==> src/rtl/divide_controller.sv <==
// Multi-cycle restoring divider controller for the EX stage.
// Accepts one DIV/DIVU request at a time, iterates one quotient bit per
// cycle MSB first, and holds the sign-corrected result until consumed.
//
// state         | meaning
// --------------+-----------------------------------------------------------
// WAITING_STATE | idle, divide_ready high, request accepted on valid & !flush
// LOAD_STATE    | form operand magnitudes, record result signs, clear counter
// DIVIDE_STATE  | one shift-subtract iteration per cycle, DATA_WIDTH cycles
// RETURN_STATE  | result valid and stable until result_ready
module divide_controller #(
    parameter int DATA_WIDTH = 32
) (
    input  logic                  clock,
    input  logic                  reset_n,
    input  logic                  divide_valid,
    input  logic                  divide_signed,
    input  logic [DATA_WIDTH-1:0] dividend,
    input  logic [DATA_WIDTH-1:0] divisor,
    output logic                  divide_ready,
    input  logic                  flush,
    input  logic                  result_ready,
    output logic                  divide_result_valid,
    output logic [DATA_WIDTH-1:0] divide_result,
    output logic [DATA_WIDTH-1:0] divide_remain,
    output logic                  busy
);

    typedef enum logic [1:0] {
        WAITING_STATE = 2'b00,
        LOAD_STATE    = 2'b01,
        DIVIDE_STATE  = 2'b10,
        RETURN_STATE  = 2'b11
    } state_t;

    localparam logic [5:0] LAST_COUNT = 6'(DATA_WIDTH - 1);

    state_t                  state;
    logic [DATA_WIDTH-1:0]   dividend_q;
    logic [DATA_WIDTH-1:0]   divisor_q;
    logic                    signed_q;
    logic [DATA_WIDTH-1:0]   divisor_abs;
    logic [DATA_WIDTH-1:0]   quot_q;
    logic [DATA_WIDTH-1:0]   rem_q;
    logic                    quot_neg;
    logic                    rem_neg;
    logic                    div_zero;
    logic [5:0]              count;

    logic [DATA_WIDTH:0]     shifted;
    logic [DATA_WIDTH:0]     diff;
    logic [DATA_WIDTH-1:0]   quot_next;
    logic [DATA_WIDTH-1:0]   rem_next;
    logic [DATA_WIDTH-1:0]   quot_final;
    logic [DATA_WIDTH-1:0]   rem_final;

    function automatic logic [DATA_WIDTH-1:0] negate(input logic [DATA_WIDTH-1:0] value);
        return ~value + 1'b1;
    endfunction

    assign divide_ready = (state == WAITING_STATE);
    assign busy         = (state != WAITING_STATE);

    // One restoring iteration; the borrow bit of the W+1 bit difference
    // tells whether the shifted partial remainder reached the divisor.
    always_comb begin
        shifted = {rem_q, quot_q[DATA_WIDTH-1]};
        diff    = shifted - {1'b0, divisor_abs};
        if (!diff[DATA_WIDTH]) begin
            rem_next  = diff[DATA_WIDTH-1:0];
            quot_next = {quot_q[DATA_WIDTH-2:0], 1'b1};
        end else begin
            rem_next  = shifted[DATA_WIDTH-1:0];
            quot_next = {quot_q[DATA_WIDTH-2:0], 1'b0};
        end
    end

    // Sign correction of the last iteration's output. A zero divisor is
    // forced to all-ones / original dividend regardless of mode.
    always_comb begin
        quot_final = quot_neg ? negate(quot_next) : quot_next;
        rem_final  = rem_neg  ? negate(rem_next)  : rem_next;
        if (div_zero) begin
            quot_final = '1;
            rem_final  = dividend_q;
        end
    end

    // Controller FSM with registered result outputs; flush overrides everything.
    always_ff @(posedge clock or negedge reset_n) begin
        if (!reset_n) begin
            state               <= WAITING_STATE;
            dividend_q          <= '0;
            divisor_q           <= '0;
            signed_q            <= 1'b0;
            divisor_abs         <= '0;
            quot_q              <= '0;
            rem_q               <= '0;
            quot_neg            <= 1'b0;
            rem_neg             <= 1'b0;
            div_zero            <= 1'b0;
            count               <= '0;
            divide_result_valid <= 1'b0;
            divide_result       <= '0;
            divide_remain       <= '0;
        end else if (flush) begin
            state               <= WAITING_STATE;
            divide_result_valid <= 1'b0;
        end else begin
            case (state)
                WAITING_STATE: begin
                    if (divide_valid) begin
                        dividend_q <= dividend;
                        divisor_q  <= divisor;
                        signed_q   <= divide_signed;
                        state      <= LOAD_STATE;
                    end
                end
                LOAD_STATE: begin
                    quot_q      <= (signed_q && dividend_q[DATA_WIDTH-1]) ? negate(dividend_q) : dividend_q;
                    divisor_abs <= (signed_q && divisor_q[DATA_WIDTH-1])  ? negate(divisor_q)  : divisor_q;
                    quot_neg    <= signed_q & (dividend_q[DATA_WIDTH-1] ^ divisor_q[DATA_WIDTH-1]);
                    rem_neg     <= signed_q & dividend_q[DATA_WIDTH-1];
                    div_zero    <= (divisor_q == '0);
                    rem_q       <= '0;
                    count       <= '0;
                    state       <= DIVIDE_STATE;
                end
                DIVIDE_STATE: begin
                    quot_q <= quot_next;
                    rem_q  <= rem_next;
                    count  <= count + 6'd1;
                    if (count == LAST_COUNT) begin
                        divide_result       <= quot_final;
                        divide_remain       <= rem_final;
                        divide_result_valid <= 1'b1;
                        state               <= RETURN_STATE;
                    end
                end
                RETURN_STATE: begin
                    if (result_ready) begin
                        divide_result_valid <= 1'b0;
                        state               <= WAITING_STATE;
                    end
                end
                default: begin
                    divide_result_valid <= 1'b0;
                    state               <= WAITING_STATE;
                end
            endcase
        end
    end

endmodule

==> config.mk <==
export PLATFORM = sky130hd
export DESIGN_NAME = divide_controller
export DESIGN_NICKNAME = d
export VERILOG_FILES = /design/src/rtl/divide_controller.sv
export SDC_FILE = /design/constraint.sdc
export NUM_CORES = 1
export LEC_CHECK = 0
export ABC_AREA = 1
export BUFFER_PORTS_ARGS = -buffer_cell sky130_fd_sc_hd__buf_4
export CAP_MARGIN = 20
export CORE_MARGIN = 2
export CORE_UTILIZATION = 57
export CTS_BUF_LIST = sky130_fd_sc_hd__clkbuf_4 sky130_fd_sc_hd__clkbuf_8
export DETAILED_ROUTE_END_ITERATION = 12
export PLACE_DENSITY = 0.8
export SETUP_SLACK_MARGIN = 0.3
export SYNTH_ARGS = -nofsm -noshare
export SYNTH_HDL_FRONTEND = slang
export SYNTH_SLANG_ARGS = --single-unit
export TNS_END_PERCENT = 50
==> constraint.sdc <==
create_clock -name clock -period 3.55 [get_ports clock]
set_input_delay 0.1775 -clock clock [delete_from_list [all_inputs] [get_ports clock]]
set_output_delay 0.1775 -clock clock [all_outputs]
set_load 0.05 [all_outputs]
==> results of run 1 <==
[state kept, by name, summed over array words and instances, names as in the netlist, 2 cells and up]
signal,cells
count,6
divide_remain,32
divide_result,32
dividend_q,32
divisor_abs,32
divisor_q,32
quot_q,32
rem_q,32
state,2
[cell usage in the layout (no fill, tap or decap), types with 5 or more instances in the layout]
| master | count |
|---|---|
| a21oi_1 | 111 |
| a21oi_2 | 10 |
| buf_12 | 9 |
| buf_4 | 246 |
| buf_6 | 6 |
| clkbuf_4 | 12 |
| clkbuf_8 | 57 |
| dfrtp_1 | 237 |
| dlygate4sd3_1 | 67 |
| ha_1 | 23 |
| ha_4 | 16 |
| inv_1 | 291 |
| inv_2 | 18 |
| mux2_2 | 20 |
| nand2_1 | 558 |
| nand2_2 | 60 |
| nand2_4 | 22 |
| nand3_1 | 115 |
| nand3_2 | 6 |
| nand3_4 | 5 |
| nand3b_1 | 5 |
| nand4_1 | 21 |
| nor2_1 | 184 |
| nor2_2 | 18 |
| nor2_4 | 19 |
| nor3_1 | 30 |
| nor4_1 | 9 |
| o211ai_1 | 6 |
| o21a_1 | 5 |
| o21ai_0 | 91 |
| o21ai_1 | 23 |
| o21ai_2 | 10 |
| o21ai_4 | 7 |
| o221ai_1 | 32 |
| o22ai_1 | 35 |
| o31ai_1 | 5 |
| o32a_1 | 5 |
| xnor2_1 | 14 |
| xor2_1 | 61 |
[cell usage after synthesis (3+ instances only)]
master and count:
a21oi_1 119, a2bb2oi_1 4, a31oi_1 4, buf_2 4, buf_6 5, clkbuf_1 62, dfrtp_1 237, ha_1 41
inv_1 306, inv_2 5, mux2_2 20, nand2_1 607, nand2_2 24, nand2_4 11, nand3_1 123, nand3_2 3
nand3b_1 5, nand4_1 21, nor2_1 206, nor2_2 11, nor2_4 4, nor3_1 32, nor4_1 9, o211ai_1 6
o21a_1 5, o21ai_0 110, o21ai_1 12, o21ai_2 7, o21bai_1 3, o221ai_1 32, o22a_1 3, o22ai_1 35
o31ai_1 6, o32a_1 5, or2_2 3, xnor2_1 15, xor2_1 61
[stage by stage]
stage	cell area [µm²]	instances	worst slack (ns)
3_3_place_gp	17400	2669	0.0248
6_report	20300	2868	0.0311
3_5_place_dp	17400	2669	-0.0454
4_1_cts	19700	2837	0.246
2_1_floorplan	15700	2194	0.0579
5_1_grt	20300	2868	-0.142
[worst max path at each step]
stage | end | slack, ns | cells after the start
after floorplan | divide_result[28] | 0.06 | 28
after global placement | divide_remain[29] | 0.02 | 26
after detailed placement | divide_remain[29] | -0.05 | 26
after CTS | divide_result[28] | 0.25 | 26
after global routing | divide_result[26] | -0.14 | 25
final | divide_result[26] | 0.03 | 25
[what timing repair did]
item | in CTS | in global routing
gates resized for setup | 74 | 116
hold endpoints to repair | 157 | 0
buffers inserted | 22 | 29
setup endpoints to repair | 47 | 49
gates cloned | 2 | 0
hold buffers | 67 | 0
pin swaps | 28 | 46
[worst max-delay path: cells and delay by family (launching register included)]
| kind | cells | cell delay [ns] |
|---|---|---|
| buf+inv | 4 | 0.30 |
| simple gates | 15 | 1.58 |
| xor+xnor | 1 | 0.21 |
| flops | 1 | 0.40 |
| compound gates | 2 | 0.34 |
| fa+ha+maj | 3 | 0.64 |
[metal layers]
metal | global-route usage [%] | up-vias | wire length [µm]
met5 | 0 | - | 10
met1 | 52.4 | 7914 | 22600
met2 | 58.2 | 1017 | 24500
met4 | 13.7 | 2 | 2370
li1 | - | 7712 | -
met3 | 7.56 | 211 | 5590
[kinds of logic (layout without fill, tap and decap cells)]
family / after synthesis / in the layout / share of synthesized area [%]
AND/OR/NAND/NOR: 1066 / 1066 / 29.0
buffers and inverters: 390 / 722 / 9.90
AO/OA/AOI/OAI: 363 / 363 / 14.0
flip-flops: 237 / 237 / 38.0
XOR/XNOR: 76 / 76 / 4.26
adder cells (fa/ha/maj): 42 / 42 / 3.41
multiplexers: 20 / 20 / 1.44
other: 0 / 1 / 0
[final cells by class]
type,count,area (µm²),area share [%]
multi-input cells,1567,8900,43.8
flip-flops and latches,237,5930,29.2
repair buffers,332,2850,14.0
inverters,313,1180,5.82
clock buffers,69,875,4.31
well taps,341,427,2.10
clock inverters,8,135,0.665
diodes,1,2.50,0.0123
==> summary.md, run 1 <==
| Metric | Value |
|---|---|
| Slew headroom | `44.5%` |
| Share of cells above drive strength 1 | `22.5%` |
| Die ar. | `0.0288 mm²` |
| RSZ-0062 raised after global routing | `yes` |
| TritonCTS clock tree | `done` |
| R2r startpoint | `quot_q[31]` |
| Fillers | `1945` |
| Critical Path Most Common Cell | `nand2_2` |
| Final setup fails | `0` |
| DR vias/cell | `5.88` |
| Total CTS buffers | `43` |
| Cells on worst reg2reg path | `25` |
| Worst EP arrival | `4.03 ns` |
| Iter 0 DRT Violations | `2042` |
| Post-synth net total | `2306` |
| DP Wirelength | `37000 µm` |
| Kind of critical path | `flop to flop` |
| Skew final | `0.0356 ns` |
| Nets | `2606` |
| Syn Inst Count | `2194` |
| Average cell area after synthesis | `7.12 µm²` |
| CTS root buf | `clkbuf_8` |
| GPL Wtd Cong | `0.991` |
| I/O Pins | `137` |
| Final Max Tran Viols | `0` |
| Min-Delay Path Class | `input port to flop` |
| Final core utilization | `75.3%` |
| Synth Warn # | `0` |
| FF+latch count, synth | `237` |
| CP Launch Type | `flop` |
| Die span in x | `170 µm` |
| Slowest stage delay, CP | `0.40 ns` |
| Hold EP | `state[0]` |
| Final setup TNS | `0 ns` |
| First-pass GRT wire length | `85300 µm` |
| Largest net degree at the start of global routing | `95` |
| Critical path peak fanout | `3` |
| Top cells by area, synth | `dfrtp_1 (38%), nand2_1 (15%), inv_1 (7.4%), nor2_1 (4.9%), nand3_1 (3.9%)` |
| Seq/Total Area, Yosys | `38.0%` |
| Row count | `60` |
| Clock slew at reported path FFs | `0.06 ns` |
| DRC viols | `0` |
| Clk buf depth | `3` |
| Antenna-violating nets left | `0` |
| Run status | `finished clean` |
| H-tree depth | `2` |
| Number of buffers added on ports | `136` |
| Unique masters post-synth | `55` |
| Post-synth EDFFs | `0` |
| Max Cap Violations | `0` |
| Setup crit start | `quot_q[31]` |
| All-Layer GR Usage | `37.6%` |
| Skew-Pair Late Insertion Delay | `0.58 ns` |
| Post-layout min period | `3.52 ns` |
| Synth area leader | `dfrtp_1` |
| Vias post-DR | `16856` |
| Core area | `0.0270 mm²` |
| Starting Density | `58.0%` |
| Top FF cell, synth | `dfrtp_1` |
| R2R setup slack | `0.03 ns` |
| CP max-delay cell | `dfrtp_1` |
| Final period util | `99.1%` |
| Clock sink count | `237` |
| Initial antenna violation count | `2` |
| Async S/R FF share, synth | `100%` |
| Die Y | `170 µm` |
| Top cell type's share of synthesized area | `38.0%` |
| FMAX | `284 MHz` |
| Avg WL per Cell | `19.2 µm` |
| Critical path data required time | `4.06 ns` |
| Vias in the first global route | `16004` |
| DRT Wirelength | `55000 µm` |
| Drt first pass iters | `6` |
| Grt ovf | `0` |
| Hold path depth | `3` |
| Post-Syn Area | `0.0156 mm²` |
| Reg-to-reg critical path endpoint | `divide_result[26]` |
| Hold Startpoint | `divide_valid` |
| Hold Fails Final Rpt | `0` |
| Hold WS | `0.0217 ns` |
| Worst slew pin tran | `0.824 ns` |
| Layout Area Growth over Synthesis | `30.0%` |
| CP Capture Type | `flop` |
Power of run 1 is not shown: default switching activity piles up to over one toggle a cycle in this logic, so the estimate is an artifact.
==> run 2: changes to the inputs <==
ABC_AREA = 0   (was 1)
CORE_UTILIZATION = 60   (was 57)
clock period = 3.96 ns   (was 3.55 ns; I/O delays follow)
==> run 2 against run 1 <==
Register-to-register slack lost 0.36 ns. Sequential share of layout area grew 1.2 points. The run now ends with setup timing left. Critical path type unchanged. Maximum frequency shrank 18%. Highest routed layer is now met4. Clock skew shrank 0.0020 ns. Die area shrank 10%.
==> summary.md, run 2 <==
| Metric | Value |
|---|---|
| Final setup fails | `9 (+9)` |
| Post-layout min period | `4.29 ns (+0.768 ns)` |
| Fillers | `1400 (-28%)` |
| Final setup TNS | `-1.34 ns (-1.34 ns)` |
| Vias post-DR | `15023 (-11%)` |
| Pre-CTS setup slack | `-0.285 ns (-0.239 ns)` |
| Skew-Pair Late Insertion Delay | `0.57 ns (about the same)` |
| I/O Pins | `137 (unchanged)` |
| Unique masters post-synth | `82 (+49%)` |
| Count leader, synth | `dfrtp_1` |
| Number of buffers added on ports | `136 (unchanged)` |
| CP Capture Type | `flop` |
| Post-synth net total | `1782 (-23%)` |
| Combinational power share | `51.8%` |
| RSZ-0062 raised after global routing | `yes` |
| Antenna cells | `0 (-1)` |
| Average cell area after synthesis | `8.80 µm² (+24%)` |
| Core area | `0.0242 mm² (-10%)` |
| Top cell type's share of synthesized area | `40.3% (+2.4 points)` |
| FF+latch count, synth | `237 (unchanged)` |
| Post-synth EDFFs | `0 (unchanged)` |
| All-Layer GR Usage | `36.5% (-1.1 points)` |
| Clk buf depth | `3 (unchanged)` |
| Share of power burned in registers | `30.4%` |
| Failing checks | `setup timing` |
| Peak supply drop | `0.714 mV` |
| Internal | `7.54 mW` |
| Pwr/cell area | `698 mW/mm²` |
| Most frequent cells in the layout | `buf_4 (289), dfrtp_1 (236), nand2_1 (190)` |
| Leakage power | `8.68 nW` |
| Avg WL per Cell | `21.4 µm (+11%)` |
| Run status | `finished, violations left` |
| Synth Warn # | `0 (unchanged)` |
| H-tree depth | `2 (unchanged)` |
| Total CTS buffers | `41 (-4.7%)` |
| Die ar. | `0.0258 mm² (-10%)` |
| Grt ovf | `0 (unchanged)` |
| Async S/R FF share, synth | `100% (unchanged)` |
| GPL Wtd Cong | `0.999 (+0.84%)` |
| Clock sink count | `237 (unchanged)` |
| Sw Share | `44.7%` |
| Hold Fails Final Rpt | `0 (unchanged)` |
| Final period util | `108% (+9.1 points)` |
| DP Wirelength | `31500 µm (-15%)` |
| Skew final | `0.0336 ns (-0.00203 ns)` |
| Clock Power Share | `17.9%` |
| Share of cells above drive strength 1 | `27.8% (+5.2 points)` |
| Critical path peak fanout | `4 (+1)` |
| Antenna-violating nets left | `0 (unchanged)` |
| CTS root buf | `clkbuf_8` |
| FMAX | `233 MHz (-18%)` |
| Setup ws final | `-0.327 ns (-0.358 ns)` |
| DRT Wirelength | `50200 µm (-8.7%)` |
| Top post-synthesis cells by count | `dfrtp_1 (237), nand2_1 (191), o21ai_0 (180), a21oi_1 (170), nor2_1 (128)` |
| Final Max Tran Viols | `0 (unchanged)` |
| DRC viols | `0 (unchanged)` |
| Row count | `57 (-5.0%)` |
| Synth area leader | `dfrtp_1` |
| DR vias/cell | `6.39 (+8.7%)` |
| Syn Inst Count | `1670 (-24%)` |
| Top FF cell, synth | `dfrtp_1` |
| Kind of critical path | `flop to flop` |
| First-pass GRT wire length | `75500 µm (-12%)` |
| TritonCTS clock tree | `done` |
| Max Cap Violations | `0 (unchanged)` |
| Post-Syn Area | `0.0147 mm² (-5.9%)` |
| Top cells by area, synth | `dfrtp_1 (40%), o21ai_0 (6.1%), a21oi_1 (5.8%), mux2_2 (5.3%), nand2_1 (4.9%)` |
| Vias in the first global route | `14393 (-10%)` |
| Sw Pwr | `6.09 mW` |
| Nets | `2113 (-19%)` |
| Min-Delay Path Class | `input port to async pin` |
| Starting Density | `60.8% (+2.8 points)` |
| Seq/Total Area, Yosys | `40.3% (+2.4 points)` |
| Largest net degree at the start of global routing | `118 (+24%)` |
| Iter 0 DRT Violations | `1597 (-22%)` |
| Slew headroom | `25.7% (-19 points)` |
| CP Launch Type | `flop` |
| Worst EP arrival | `4.76 ns (+0.73 ns)` |
| Layout Area Growth over Synthesis | `32.8%` |
| Drt first pass iters | `6 (unchanged)` |
| Clock slew at reported path FFs | `0.06 ns (about the same)` |
| Die Y | `161 µm (-5.3%)` |
| Initial antenna violation count | `0 (-2)` |
| Worst slew pin tran | `1.11 ns (+0.290 ns)` |
| Commonest non-fill, non-tap cell in the layout | `buf_4` |
| Die span in x | `161 µm (-5.3%)` |
| Critical path data required time | `4.43 ns (+0.37 ns)` |
run 2: cell types whose count changed after synthesis, moves of 24 or more:
cell,delta
nand2_1,-416
inv_1,-246
xnor2_1,+56
nor2_1,-78
nand3_1,-106
o21ai_0,+70
mux2_2,+49
nand2_2,-24
o221ai_1,-30
a21oi_1,+51
o22ai_1,-29
mux2i_1,+34
run 2: routing by layer:
layer,global-route usage [%],share of wire [%],vias to the layer above
li1,-,-,6618
met1,49.0,39,7282
met2,60.2,48,910
met3,5.22,8.2,213
met4,14.3,5.0,0
met5,0,0,-
run 2: kinds of logic (layout without fill, tap and decap cells):
family	count (synthesis)	count (layout)	share of synthesized area, %
AOI/OAI and AO/OA	501	501	20.4
xor gates and xnor gates	130	130	7.74
adders and majority gates	42	42	3.63
buffers and inverters	149	506	4.01
DFF	237	237	40.3
muxes	104	104	7.70
and+or+nand+nor	507	507	16.2
run 2: layout make-up:
cell class	instances	area (µm²)	area share, %
Clock inverter	8	93.8	0.481
Inverter	61	239	1.22
Tap cell	324	405	2.08
Multi-Input combinational cell	1284	8900	45.6
Sequential cell	237	5930	30.4
Clock buffer	61	783	4.01
Timing Repair Buffer	376	3170	16.3
run 2: final timing paths:
check                      depth (start not counted)  slack [ns]            start                end
max                                               22       -0.33       quot_q[31]  divide_remain[22]
min                                                2        0.22          reset_n      divisor_q[11]
max reg2reg                                       22       -0.33       quot_q[31]  divide_remain[22]
min reg2reg                                        2        0.48  divisor_abs[19]    divisor_abs[19]
max in group asynchronous                          3        2.53          reset_n         quot_q[29]
min in group clock                                 4        0.30     divide_valid           state[1]
run 2: what timing repair did:
item | in CTS | in global routing
setup buffers | 20 | 20
resized for setup | 52 | 81
cloned | 1 | 2
endpoints found under the hold margin | 183 | 0
setup endpoints to repair | 31 | 44
pin swaps | 26 | 45
hold buffers | 68 | 0
run 2: per-stage QoR:
stage | power (mW) | instances | utilization (%) | hold slack (ns) | area [µm²]
2_1_floorplan | 8.00 | 1670 | - | -0.0976 | 14800
3_3_place_gp | 9.75 | 2169 | 69.8 | 0.336 | 16900
3_5_place_dp | 9.98 | 2169 | 69.8 | 0.345 | 16900
4_1_cts | 12.8 | 2327 | 77.9 | 0.222 | 18800
5_1_grt | 14.3 | 2351 | 80.8 | 0.301 | 19500
6_report | 13.6 | 2351 | 80.8 | 0.221 | 19500
run 2: worst max-delay path, cell delays in order (launching register included):
cell,delay (ns)
dfrtp_1,0.39
inv_2,0.08
ha_4,0.15
inv_4,0.04
fa_2,0.41
a211oi_4,0.26
o211ai_1,0.16
nand3_2,0.16
a21oi_4,0.09
o21a_2,0.24
nor2_4,0.14
clkinv_4,0.10
mux2i_4,0.17
ha_2,0.23
inv_4,0.05
nor3_4,0.11
o2111ai_2,0.15
buf_4,0.19
o2bb2ai_1,0.23
o31ai_2,0.35
xor2_1,0.19
mux2i_1,0.10
o21ai_1,0.17
run 2: power groups by stage:
stage	clock [mW]	combinational, mW	sequential (mW)
2_1_floorplan	0	4.13	3.87
3_3_place_gp	0	5.74	4.00
3_5_place_dp	0	5.91	4.06
4_1_cts	2.42	6.30	4.04
5_1_grt	2.56	7.57	4.22
6_report	2.44	7.06	4.14
(Power assumes the default switching activity.)
==> run 3: changes to the inputs <==
--- a/config.mk
+++ b/config.mk
@@ -9,5 +9,5 @@
 export BUFFER_PORTS_ARGS = -buffer_cell sky130_fd_sc_hd__buf_4
 export CAP_MARGIN = 20
-export CORE_MARGIN = 2
+export CORE_MARGIN = 4
 export CORE_UTILIZATION = 60
 export CTS_BUF_LIST = sky130_fd_sc_hd__clkbuf_4 sky130_fd_sc_hd__clkbuf_8
==> constraint.sdc (replaced) <==
create_clock -name clock -period 3.96 [get_ports clock]
set_input_delay 0.594 -clock clock [delete_from_list [all_inputs] [get_ports clock]]
set_output_delay 0.594 -clock clock [all_outputs]
set_load 0.05 [all_outputs]
==> run 3 against run 2 <==
The flow still finishes with violations (setup timing). Clock-buffer cell count grew 5. Non-clock buffer count decreased by 86. Highest routed layer unchanged. Flip-flop and latch count did not move. Final area decreased by 6.0%. Worst setup slack gained 0.24 ns. Critical path type unchanged.
==> summary.md, run 3 (synthesis gave the netlist of run 2 again) <==
| Metric | Value |
|---|---|
| Run status | `finished, violations left` |
| Failing checks | `setup timing` |
| I/O Pins | `137 (unchanged)` |
| Vias in the first global route | `13511 (-6.1%)` |
| Setup crit start | `divisor_abs[23]` |
| Final setup fails | `4 (-5)` |
| Die ar. | `0.0271 mm² (+5.0%)` |
| Layout Area Growth over Synthesis | `24.8%` |
| Hold WS | `0.107 ns (-0.114 ns)` |
| Max Cap Violations | `0 (unchanged)` |
| Critical path data required time | `4.36 ns (-0.07 ns)` |
| Placed cell area | `0.0169 mm² (+0.33%)` |
| Crit-path cells | `inv_1 > ha_1 > nand4_1 > nor3_2 > a22oi_2 > a21oi_4 > o21a_2 > nor2_4 > inv_4 > buf_6 > nor2_2 > a21oi_2 > ha_2 > inv_2 > nor3_2 > o2111ai_2 > o2bb2a_4 > nand3_4 > or4_1 > nand3_1 > a21oi_1` |
| Largest net degree at the start of global routing | `130 (+10%)` |
| Share of cells above drive strength 1 | `27.1% (-0.65 points)` |
| DRC viols | `0 (unchanged)` |
| GPL Wtd Cong | `0.956 (-4.4%)` |
| Initial antenna violation count | `0 (unchanged)` |
| Core area | `0.0242 mm² (+0.30%)` |
| Most frequent cells in the layout | `buf_4 (278), dfrtp_1 (236), nand2_1 (189)` |
| Slew headroom | `11.6% (-14 points)` |
| GR Layer Usage met2 | `51.0% (-9.2 points)` |
| Pre-CTS setup slack | `-0.265 ns (+0.0194 ns)` |
| Commonest non-fill, non-tap cell in the layout | `buf_4` |
| Critical path peak fanout | `5 (+1)` |
| FMAX | `247 MHz (+5.9%)` |
| Clock sink count | `237 (unchanged)` |
| CTS root buf | `clkbuf_8` |
| Met1 usage | `45.3% (-3.7 points)` |
| Grt ovf | `0 (unchanged)` |
| CP Capture Type | `flop` |
| Leakage power | `8.26 nW (-4.8%)` |
| Kind of critical path | `flop to flop` |
| Worst EP arrival | `4.44 ns (-0.32 ns)` |
| Clock slew at reported path FFs | `0.06 ns (about the same)` |
| TritonCTS clock tree | `done` |
| First-pass GRT wire length | `70000 µm (-7.2%)` |
| DR vias/cell | `6.10 (-4.6%)` |
| H-tree depth | `2 (unchanged)` |
| Slowest stage delay, CP | `0.48 ns (+0.07 ns)` |
| Avg WL per Cell | `19.5 µm (-8.9%)` |
| Pwr/cell area | `701 mW/mm² (+0.39%)` |
| Iter 0 DRT Violations | `1348 (-16%)` |
| Final Max Tran Viols | `0 (unchanged)` |
| Worst slew pin tran | `1.33 ns (+0.212 ns)` |
| Post-layout min period | `4.05 ns (-0.240 ns)` |
| Min-Delay Path Class | `input port to async pin` |
| Vias post-DR | `13826 (-8.0%)` |
| Nets | `2027 (-4.1%)` |
| R2r startpoint | `divisor_abs[23]` |
| Row count | `57 (unchanged)` |
| Design area | `0.0184 mm² (-6.0%)` |
| Die Y | `165 µm (+2.5%)` |
| Fillers | `1749 (+25%)` |
| M3 GR Usage | `5.64% (+0.42 points)` |
| Die span in x | `165 µm (+2.5%)` |
| Global-route layer with the greatest usage | `met2` |
| All-Layer GR Usage | `32.2% (-4.2 points)` |
| Setup ws final | `-0.0865 ns (+0.240 ns)` |
| DRT Wirelength | `44100 µm (-12%)` |
| Skew final | `0.0270 ns (-0.00662 ns)` |
| CP Launch Type | `flop` |
| Peak supply drop | `0.754 mV (+5.6%)` |
| Hold Fails Final Rpt | `0 (unchanged)` |
| CP max-delay cell | `or4_1` |
| RSZ-0062 raised after global routing | `yes` |
| Starting Density | `60.6% (-0.18 points)` |
| Total CTS buffers | `41 (unchanged)` |
| Antenna-violating nets left | `0 (unchanged)` |
| Final period util | `102% (-6.1 points)` |
| Critical Path Most Common Cell | `nor3_2` |
| Clk buf depth | `3 (unchanged)` |
| Final Power | `12.9 mW (-5.6%)` |
| Hold buffers post-CTS | `0 (-100%)` |
| DP Wirelength | `31900 µm (+1.5%)` |
| Number of buffers added on ports | `136 (unchanged)` |
| Drt first pass iters | `5 (-1)` |
| Antenna cells | `0 (unchanged)` |
| Skew-Pair Late Insertion Delay | `0.55 ns (-0.02 ns)` |
## run 3: cell count changes in the layout (fill, tap and decap cells not counted), sizes merged
cell / change
dlygate4sd3: -68
clkinv: -2
bufinv: -2
buf: -15
clkbuf: +3
inv: +1
bufbuf: -1
## run 3: layout make-up
class / instances / area [µm²] / share of cell area (%)
multi-input cells: 1284 / 8680 / 47.3
clock inverters: 5 / 28.8 / 0.157
clock buffers: 66 / 808 / 4.40
flip-flops and latches: 237 / 5930 / 32.3
repair buffers: 290 / 2270 / 12.4
well taps: 324 / 405 / 2.21
inverters: 61 / 231 / 1.26
## run 3: power breakdown
group          switching (mW)  leakage [nW]  total (mW)  internal [mW]
sequential              0.944          2.93        4.08           3.13
combinational            3.68          4.87        6.51           2.83
clock                   0.997         0.453        2.28           1.29
total                    5.62          8.26        12.9           7.25
## run 3: repair_timing
item	4_1_cts	5_1_grt
pin swaps	16	26
setup endpoints to repair	29	39
gates resized for setup	21	62
endpoints found under the hold margin	0	0
buffers inserted	13	9
## run 3: worst paths after layout
kind	end	slack [ns]	cells after the start
max	divide_remain[20]	-0.09	21
min	quot_q[19]	0.11	1
max reg2reg	divide_remain[20]	-0.09	21
min reg2reg	divisor_abs[18]	0.47	2
max in group asynchronous	divisor_abs[11]	2.90	2
min in group clock	state[0]	0.27	2
## run 3: per-layer routing
metal / part of all wire [%] / vias up
met3: 7.7 / 128
met2: 47 / 600
li1: - / 6454
met5: 0 / -
met4: 3.6 / 0
met1: 42 / 6644
## run 3: critical path, delay by kind of cell, from the launching register on
kind	cells	cell delay (ns)
flip-flops	1	0.38
AO/OA/AOI/OAI	7	1.23
buffers and inverters	4	0.32
AND/OR/NAND/NOR	8	1.40
adder cells (fa/ha/maj)	2	0.57
## run 3: metrics by stage
step / util [%] / std cells / setup TNS, ns
after floorplan: - / 1670 / -1.32
after detailed placement: 69.8 / 2173 / -1.27
after global routing: 75.7 / 2267 / -2.82
after CTS: 74.0 / 2257 / -0.0425
final: 75.7 / 2267 / -0.166
after global placement: 69.8 / 2173 / -0.437
